**src/rtl/alu_seq.sv**
```systemverilog
// rtl/alu_seq.sv - sequential ALU with single-cycle logic/arith ops and bit-serial shifts
// Results are held in DONE until the consumer takes them; a new request can be accepted on the same edge.
module alu_seq #(
  parameter int WIDTH = 8,
  parameter int CNT_W = $clog2(WIDTH) + 1
) (
  input  logic             CLK,
  input  logic             reset,
  input  logic             in_valid,
  output logic             in_ready,
  input  logic [2:0]       op,
  input  logic [WIDTH-1:0] a,
  input  logic [WIDTH-1:0] b,
  output logic             out_valid,
  input  logic             out_ready,
  output logic [WIDTH-1:0] result,
  output logic             zero,
  output logic             carry,
  output logic             negative
);

  typedef enum logic [1:0] {IDLE, SHIFT, DONE} state_t;

  localparam logic [2:0] OP_ADD  = 3'b000;
  localparam logic [2:0] OP_SUB  = 3'b001;
  localparam logic [2:0] OP_SHR  = 3'b010;
  localparam logic [2:0] OP_SHL  = 3'b011;
  localparam logic [2:0] OP_AND  = 3'b100;
  localparam logic [2:0] OP_OR   = 3'b101;
  localparam logic [2:0] OP_XOR  = 3'b110;
  localparam logic [2:0] OP_PASS = 3'b111;

  localparam logic [WIDTH-1:0] WIDTH_V = WIDTH'(WIDTH);

  state_t           state_q, state_d;
  logic [CNT_W-1:0] cnt_q, cnt_d;
  logic [WIDTH-1:0] res_q, res_d;
  logic             carry_q, carry_d;
  logic             zero_q, zero_d;
  logic             neg_q, neg_d;
  logic             shl_q, shl_d;
  logic             load;
  logic             accept;
  logic [WIDTH:0]   sum;

  always_ff @(posedge CLK or posedge reset) begin
    if (reset) begin
      state_q <= IDLE;
      cnt_q   <= '0;
      res_q   <= '0;
      carry_q <= 1'b0;
      zero_q  <= 1'b0;
      neg_q   <= 1'b0;
      shl_q   <= 1'b0;
    end else begin
      state_q <= state_d;
      cnt_q   <= cnt_d;
      res_q   <= res_d;
      carry_q <= carry_d;
      zero_q  <= zero_d;
      neg_q   <= neg_d;
      shl_q   <= shl_d;
    end
  end

  always_comb begin
    state_d  = state_q;
    cnt_d    = cnt_q;
    res_d    = res_q;
    carry_d  = carry_q;
    shl_d    = shl_q;
    load     = 1'b0;
    sum      = '0;
    in_ready = (state_q == IDLE) || ((state_q == DONE) && out_ready);
    accept   = in_valid && in_ready;

    if (accept) begin
      load    = 1'b1;
      state_d = DONE;
      carry_d = 1'b0;
      unique case (op)
        OP_ADD: begin
          sum     = {1'b0, a} + {1'b0, b};
          res_d   = sum[WIDTH-1:0];
          carry_d = sum[WIDTH];
        end
        OP_SUB: begin
          res_d   = a - b;
          carry_d = (a < b);
        end
        OP_SHR, OP_SHL: begin
          shl_d = (op == OP_SHL);
          if (b == '0) begin
            res_d = a;
          end else if (b >= WIDTH_V) begin
            res_d = '0;
          end else begin
            // Operand parks in the result register and is shifted in place.
            res_d   = a;
            cnt_d   = b[CNT_W-1:0];
            state_d = SHIFT;
          end
        end
        OP_AND:  res_d = a & b;
        OP_OR:   res_d = a | b;
        OP_XOR:  res_d = a ^ b;
        OP_PASS: res_d = a;
      endcase
    end else begin
      unique case (state_q)
        SHIFT: begin
          load = 1'b1;
          if (shl_q) begin
            res_d   = {res_q[WIDTH-2:0], 1'b0};
            carry_d = res_q[WIDTH-1];
          end else begin
            res_d   = {1'b0, res_q[WIDTH-1:1]};
            carry_d = res_q[0];
          end
          cnt_d = cnt_q - CNT_W'(1);
          if (cnt_q == CNT_W'(1)) state_d = DONE;
        end
        DONE: begin
          if (out_ready) state_d = IDLE;
        end
        default: ;
      endcase
    end

    // Flags follow the result only when it is loaded or shifted, otherwise they hold.
    zero_d = load ? (res_d == '0) : zero_q;
    neg_d  = load ? res_d[WIDTH-1] : neg_q;
  end

  assign out_valid = (state_q == DONE);
  assign result    = res_q;
  assign zero      = zero_q;
  assign carry     = carry_q;
  assign negative  = neg_q;

endmodule

```
**config.mk**
```make
export PLATFORM = sky130hd
export DESIGN_NAME = alu_seq
export DESIGN_NICKNAME = d
export VERILOG_FILES = /design/src/rtl/alu_seq.sv
export SDC_FILE = /design/constraint.sdc
export NUM_CORES = 1
export LEC_CHECK = 0
export CAP_MARGIN = 20
export CORE_ASPECT_RATIO = 1.1
export CORE_UTILIZATION = 25
export DETAILED_ROUTE_END_ITERATION = 8
export DONT_BUFFER_PORTS = 1
export GPL_ROUTABILITY_DRIVEN = 0
export PLACE_DENSITY = 0.47
export SLEW_MARGIN = 40
export SYNTH_ARGS = -nofsm -noshare
export SYNTH_HDL_FRONTEND = slang
export SYNTH_SLANG_ARGS = --single-unit
```
**constraint.sdc**
```tcl
create_clock -name CLK -period 2.17 [get_ports CLK]
set_input_delay 0.434 -clock CLK [delete_from_list [all_inputs] [get_ports CLK]]
set_output_delay 0.434 -clock CLK [all_outputs]
set_load 0.05 [all_outputs]
```
==> impl_metrics.yaml, run 1 <==
status:
  status: "finished with violations"
  failed_checks: "setup timing"
power:
  pwr_density_cell_mw_per_mm2: 671
  clock_power_share_pct: 13.7
  swShare_pct: 46.3
  combinationalPowerShare_pct: 53.7
  pleak_uw: 0.00134
  cellInternalPower_uw: 1050
  maximum_resistive_drop_on_vdd_mv: 0.225
  power_frac_seq_pct: 32.6
  netSwitchingPower_uw: 907
sta:
  setup_repair_after_global_routing_missed_its_margin: "yes"
  worst_skew_ns: 0.00181
  fmaxAchievable_mhz: 433
  min_period_ns: 2.31
  tightestPinTransition_ns: 0.667
  maxSlewHeadroom_pct: 55.5
  post-route-period-util_pct: 106
  drv_slew: 0
  hold-worst-slack_ns: 0.162
  setup_violations: 1
  post-route-worst-setup-slack_ns: -0.137
  hold_viol: 0
synthesis:
  synth-async-reset-ratio_pct: 100
  portion_of_synthesized_cell_area_occupied_by_the_leading_cell_type_pct: 19.5
  synth.distinct_cells: 59
  syn_area_sq_mm: 0.00231
  total_number_of_yosys_warnings: 0
  synthesis.instances: 295
  synthesis.nets: 346
  synth_sequential_area_ratio_pct: 19.5
  post_synth_most_frequent_cells: "sky130_fd_sc_hd__ha_1, sky130_fd_sc_hd__inv_1, sky130_fd_sc_hd__a21oi_1"
  synth_edf_count: 0
  synth.top_cells.by_area: "sky130_fd_sc_hd__dfrtp_1, sky130_fd_sc_hd__ha_1, sky130_fd_sc_hd__a21oi_1"
  post-synth-top-area-cell: "sky130_fd_sc_hd__dfrtp_1"
  ys_dominant_reg_cell: "sky130_fd_sc_hd__dfrtp_1"
  synth-seq-cells: 18
  syn_avg_cell_area_sq_um: 7.82
clock_tree:
  clk_pin_slew_worst_paths_ns: 0.07
  cts_tree: "built"
  clock-sinks: 18
  cts_inserted_buffers: 3
  cts_max_level: 1
  ctsLongestPathBuffers: 2
  clkLatencyLatePin_ns: 0.25
  clock_tree.root_cell: "sky130_fd_sc_hd__clkbuf_8"
global_routing:
  groute.usage.overall_pct: 14.9
  grt_pass1_vias: 2258
  grt_util_met1_pct: 19.4
  grtUsageMet2_pct: 26.1
  grt-ovfl-total: 0
  globalRoute.busiestLayer: "met2"
  grt_pass1_wl_mm: 11.2
  antenna_found_initial: 0
  globalRouteMet3Util_pct: 1.70
  pin_count_of_the_biggest_net_entering_global_routing: 28
floorplan:
  num_rows: 36
  pin_count: 36
  die_area_sq_mm: 0.00961
  initial_utilization_pct: 25.9
  core_sq_mm: 0.00892
  fp.dieW_um: 93.6
  die_height_um: 103
finish:
  fillerInstances: 948
  nNetsFinal: 388
  area_delta_synth_final_pct: 26.6
  stdcell_count: 450
  final_layout_size_suffix_gt1_share_pct: 26.2
  antenna-diode-count: 0
  post_route_utilization_pct: 32.7
detailed_routing:
  firstDrtPassIters: 4
  final_antenna_net_count: 0
  dr.first_iter.drc_count: 140
  post_drt_via_cell_ratio: 5.03
  wl_mm: 6.96
  post-route-drc-count: 0
  vias: 2263
  routedWlPerCell_um: 15.5
place:
  place.port_buffers: 0
  hpwl_mm: 5.58
  place.detailed.instances: 446
worst_setup_path:
  count_of_cell_instances_traversed_by_the_critical_path: 10
  crit_fanout: 3
  worst_ep_required_time_ns: 2.33
  cp_max_stage_delay_ns: 0.51
  top_cell_family_by_delay_on_the_critical_path: "simple AND/OR/NAND/NOR gates"
  critPathKind: "in -> reg"
  nature_of_the_critical_path_endpoint: "flip-flop"
  crit_path_start_kind: "primary input"
  slowest_stage: "sky130_fd_sc_hd__or4b_4"
  path_cells: "inv_12 -> ha_4 -> fa_2 -> or2_1 -> a22o_1 -> xnor2_1 -> o21ai_1 -> a21o_1 -> or4b_4 -> o41ai_2"
  reg2regPathDepth: 8
  arrival_ns: 2.46
  buf_inv_on_cp: 1
run:
  max-cap-violations: 0
min_path:
  timing.hold.worst.class: "in -> async"
==> area by class of cell <==
| type | instances | area (sq um) | share of cell area (%) |
|---|---|---|---|
| multi-input cells | 230 | 1740 | 59.5 |
| repair buffers | 55 | 413 | 14.1 |
| inverters | 29 | 121 | 4.16 |
| clock buffers | 4 | 55.1 | 1.89 |
| well taps | 114 | 143 | 4.89 |
| flip-flops and latches | 18 | 450 | 15.4 |
==> metal layers <==
layer  share of wire (%)  vias up
li1                    -     1145
met1                  46     1060
met2                  48       51
met3                 4.9        7
met4                 1.1        0
met5                   0        -
==> worst register-to-register path: stages (launching register included) <==
cell and delay, ns:
sky130_fd_sc_hd__dfrtp_1 0.44, sky130_fd_sc_hd__nand3b_2 0.35, sky130_fd_sc_hd__buf_4 0.24, sky130_fd_sc_hd__a31oi_1 0.15, sky130_fd_sc_hd__o21ai_1 0.09, sky130_fd_sc_hd__a221oi_1 0.23
sky130_fd_sc_hd__a211oi_1 0.13, sky130_fd_sc_hd__buf_4 0.16, sky130_fd_sc_hd__o41ai_2 0.28
==> cells in the final DEF (no fill, tap or decap), types with 5 or more instances in the layout <==
cell	netlist	layout
sky130_fd_sc_hd__o21ai_0	17	15
sky130_fd_sc_hd__ha_1	26	24
sky130_fd_sc_hd__nand3_1	11	10
sky130_fd_sc_hd__mux2i_1	9	9
sky130_fd_sc_hd__nand2b_1	6	6
sky130_fd_sc_hd__nand2_1	21	21
sky130_fd_sc_hd__xnor2_1	5	5
sky130_fd_sc_hd__inv_1	26	25
sky130_fd_sc_hd__nor2_1	20	20
sky130_fd_sc_hd__o21ai_1	5	7
sky130_fd_sc_hd__buf_4	3	55
sky130_fd_sc_hd__dfrtp_1	18	18
sky130_fd_sc_hd__nor2b_1	5	5
sky130_fd_sc_hd__a21oi_1	24	22
sky130_fd_sc_hd__a31oi_1	9	8
==> per-stage QoR <==
step / TNS, ns / cell area (sq um) / setup slack [ns] / power, uW
finish: -0.137 / 2920 / -0.137 / 1960
global placement: -1.55 / 2770 / -0.470 / 1650
CTS: -0.143 / 2870 / -0.143 / 1950
detailed placement: -1.62 / 2770 / -0.487 / 1660
global route: -0.461 / 2920 / -0.244 / 2100
floorplan: -0.535 / 2330 / -0.358 / 1320
==> sequential cells by signal, summed over array words and instances, names as in the netlist <==
register and count:
carry 1, cnt_q 4, negative 1, result 8
shl_q 1, state_q 2, zero 1
==> path summary, 6_finish.rpt <==
kind	slack [ns]	start	to
worst min register to register	0.57	cnt_q[3]$_DFFE_PP0P_	cnt_q[3]$_DFFE_PP0P_
max in group asynchronous	1.58	reset	cnt_q[3]$_DFFE_PP0P_
worst min-delay path	0.16	reset	shl_q$_DFFE_PP0P_
worst max-delay path	-0.14	a[0]	zero$_DFFE_PP0P_
min in group CLK	0.35	in_valid	state_q[1]$_DFFE_PP0P_
worst max register to register	0.01	state_q[0]$_DFFE_PP0P_	zero$_DFFE_PP0P_
==> power by group through the flow <==
stage	Combinational, uW	Clock, uW	Sequential, uW
final	1050	269	638
after global placement	1010	0	644
after floorplan	569	0	748
after global routing	1150	296	654
after detailed placement	1010	0	646
after CTS	1030	278	639
==> repair_timing <==
action	in CTS	in global routing
hold buffers	0	0
pin swaps	1	2
resized for setup	13	7
buffers inserted	0	0
setup endpoints to repair	4	4
==> cells by family after synthesis <==
kind of cell | share of synthesized area [%]
buf+inv | 9.66
fa+ha+maj | 15.8
compound gates | 27.6
simple gates | 20.2
flops | 19.5
xor+xnor | 2.28
mux | 4.88
Power figures use the tool's default switching activity.
==> run 2: changes to the inputs <==
- clock period: 2.17 -> 2 ns (I/O delays scaled with it)
==> impl_metrics.yaml, run 2 (synthesis results as in run 1) <==
clock_tree:
  cts_max_level: 1
  cts_inserted_buffers: 3
  clock-sinks: 18
  ctsLongestPathBuffers: 2
  clock_tree.root_cell: "sky130_fd_sc_hd__clkbuf_8"
  clkLatencyLatePin_ns: 0.26
  cts_tree: "built"
  clk_pin_slew_worst_paths_ns: 0.07
worst_setup_path:
  cp_max_stage_delay_ns: 0.51
  arrival_ns: 2.50
  path_cells: "inv_12 -> ha_4 -> fa_2 -> or2_4 -> a22o_1 -> xnor2_1 -> o21ai_1 -> a21o_1 -> or4b_4 -> o41ai_2"
  nature_of_the_critical_path_endpoint: "flip-flop"
  slowest_stage: "sky130_fd_sc_hd__or4b_4"
  crit_path_start_kind: "primary input"
  crit_fanout: 3
  worst_ep_required_time_ns: 2.15
  top_cell_family_by_delay_on_the_critical_path: "simple AND/OR/NAND/NOR gates"
  buf_inv_on_cp: 1
  critPathKind: "in -> reg"
sta:
  setup_repair_after_global_routing_missed_its_margin: "yes"
  hold_viol: 0
  post-route-worst-setup-slack_ns: -0.343
  setup_tns_ns: -0.609
  maxSlewHeadroom_pct: 52.2
  tightestPinTransition_ns: 0.716
  worst_skew_ns: 0.00405
  post-route-period-util_pct: 117
  fmaxAchievable_mhz: 427
  setup_violations: 4
  drv_slew: 0
  min_period_ns: 2.34
  hold-worst-slack_ns: 0.146
floorplan:
  initial_utilization_pct: 25.9
  fp.dieW_um: 93.6
  num_rows: 36
  pin_count: 36
  die_height_um: 103
  core_sq_mm: 0.00892
  die_area_sq_mm: 0.00961
power:
  pleak_uw: 0.00148
  maximum_resistive_drop_on_vdd_mv: 0.342
  pwr_density_cell_mw_per_mm2: 701
detailed_routing:
  final_antenna_net_count: 0
  post_drt_via_cell_ratio: 4.97
  wl_mm: 7.23
  post-route-drc-count: 0
  routedWlPerCell_um: 15.2
  vias: 2361
  firstDrtPassIters: 5
  dr.first_iter.drc_count: 81
finish:
  final_layout_size_suffix_gt1_share_pct: 32.1
  most_frequent_standard_cell_in_the_layout_excluding_fill_and_tap_cells: "sky130_fd_sc_hd__buf_4"
  most-common-layout-cells: "sky130_fd_sc_hd__buf_4, sky130_fd_sc_hd__inv_1, sky130_fd_sc_hd__a21oi_1, sky130_fd_sc_hd__ha_1, sky130_fd_sc_hd__nand2_1"
  antenna-diode-count: 0
  stdcell_count: 475
  area_delta_synth_final_pct: 37.5
  largest_register_ffs: 8
  final_area_sq_mm: 0.00317
  post_route_utilization_pct: 35.5
  nNetsFinal: 413
place:
  detailed_place.area_sq_mm: 0.00299
  place.port_buffers: 0
  hpwl_mm: 5.79
  place.detailed.instances: 469
global_routing:
  antenna_found_initial: 0
  groute.usage.overall_pct: 15.3
  pin_count_of_the_biggest_net_entering_global_routing: 28
  grt-ovfl-total: 0
  grt_pass1_vias: 2297
  grt_pass1_wl_mm: 11.7
status:
  status: "finished with violations"
  failed_checks: "setup timing"
run:
  max-cap-violations: 0
min_path:
  timing.hold.worst.class: "in -> async"
## run 2: power breakdown
group	switching (uW)	internal [uW]
sequential	192	474
combinational	696	559
clock	127	175
## run 2: repair_timing
item                                    4_1_cts  5_1_grt
buffers inserted                              0        2
endpoints found under the setup margin        4        5
hold buffers                                  0        0
endpoints found under the hold margin         0        0
resized for setup                             8       13
pin swaps                                    14        9
## run 2: final cells by class
cell class / instances / area, sq um
flip-flops and latches: 18 / 450
repair buffers: 80 / 604
multi-input cells: 230 / 1800
well taps: 114 / 143
inverters: 29 / 121
clock buffers: 4 / 55.1
fillers: 937 / 5750
## run 2: worst reg2reg max path, delay by kind of cell (launching register included)
kind | cells | cell delay [ns]
flops | 1 | 0.41
simple gates | 4 | 1.11
compound gates | 3 | 0.51
## run 2: final timing paths
| path | startpoint | slack (ns) | endpoint | cells after the start |
|---|---|---|---|---|
| max reg2reg | state_q[1]$_DFFE_PP0P_ | -0.12 | zero$_DFFE_PP0P_ | 7 |
| min | reset | 0.15 | result[1]$_DFF_PP0_ | 1 |
| max | a[0] | -0.34 | zero$_DFFE_PP0P_ | 10 |
| max in group asynchronous | reset | 1.40 | result[4]$_DFF_PP0_ | 1 |
| min reg2reg | cnt_q[3]$_DFFE_PP0P_ | 0.57 | cnt_q[3]$_DFFE_PP0P_ | 2 |
| min in group CLK | in_valid | 0.30 | state_q[1]$_DFFE_PP0P_ | 2 |
## run 2: routing by layer
metal / global-route usage, % / vias up / routed length (um) / share of wire (%)
met5: 0 / - / 0 / 0
met4: 3.08 / 0 / 65 / 0.90
met3: 1.11 / 6 / 268 / 3.7
met2: 26.5 / 42 / 3470 / 48
met1: 21.0 / 1120 / 3430 / 47
li1: - / 1193 / - / -
## run 2: metrics by stage
step	power [uW]	setup WS, ns
after floorplan	1440	-0.450
after global placement	1860	-0.566
after detailed placement	1870	-0.595
after CTS	2200	-0.331
after global routing	2380	-0.436
final	2220	-0.343
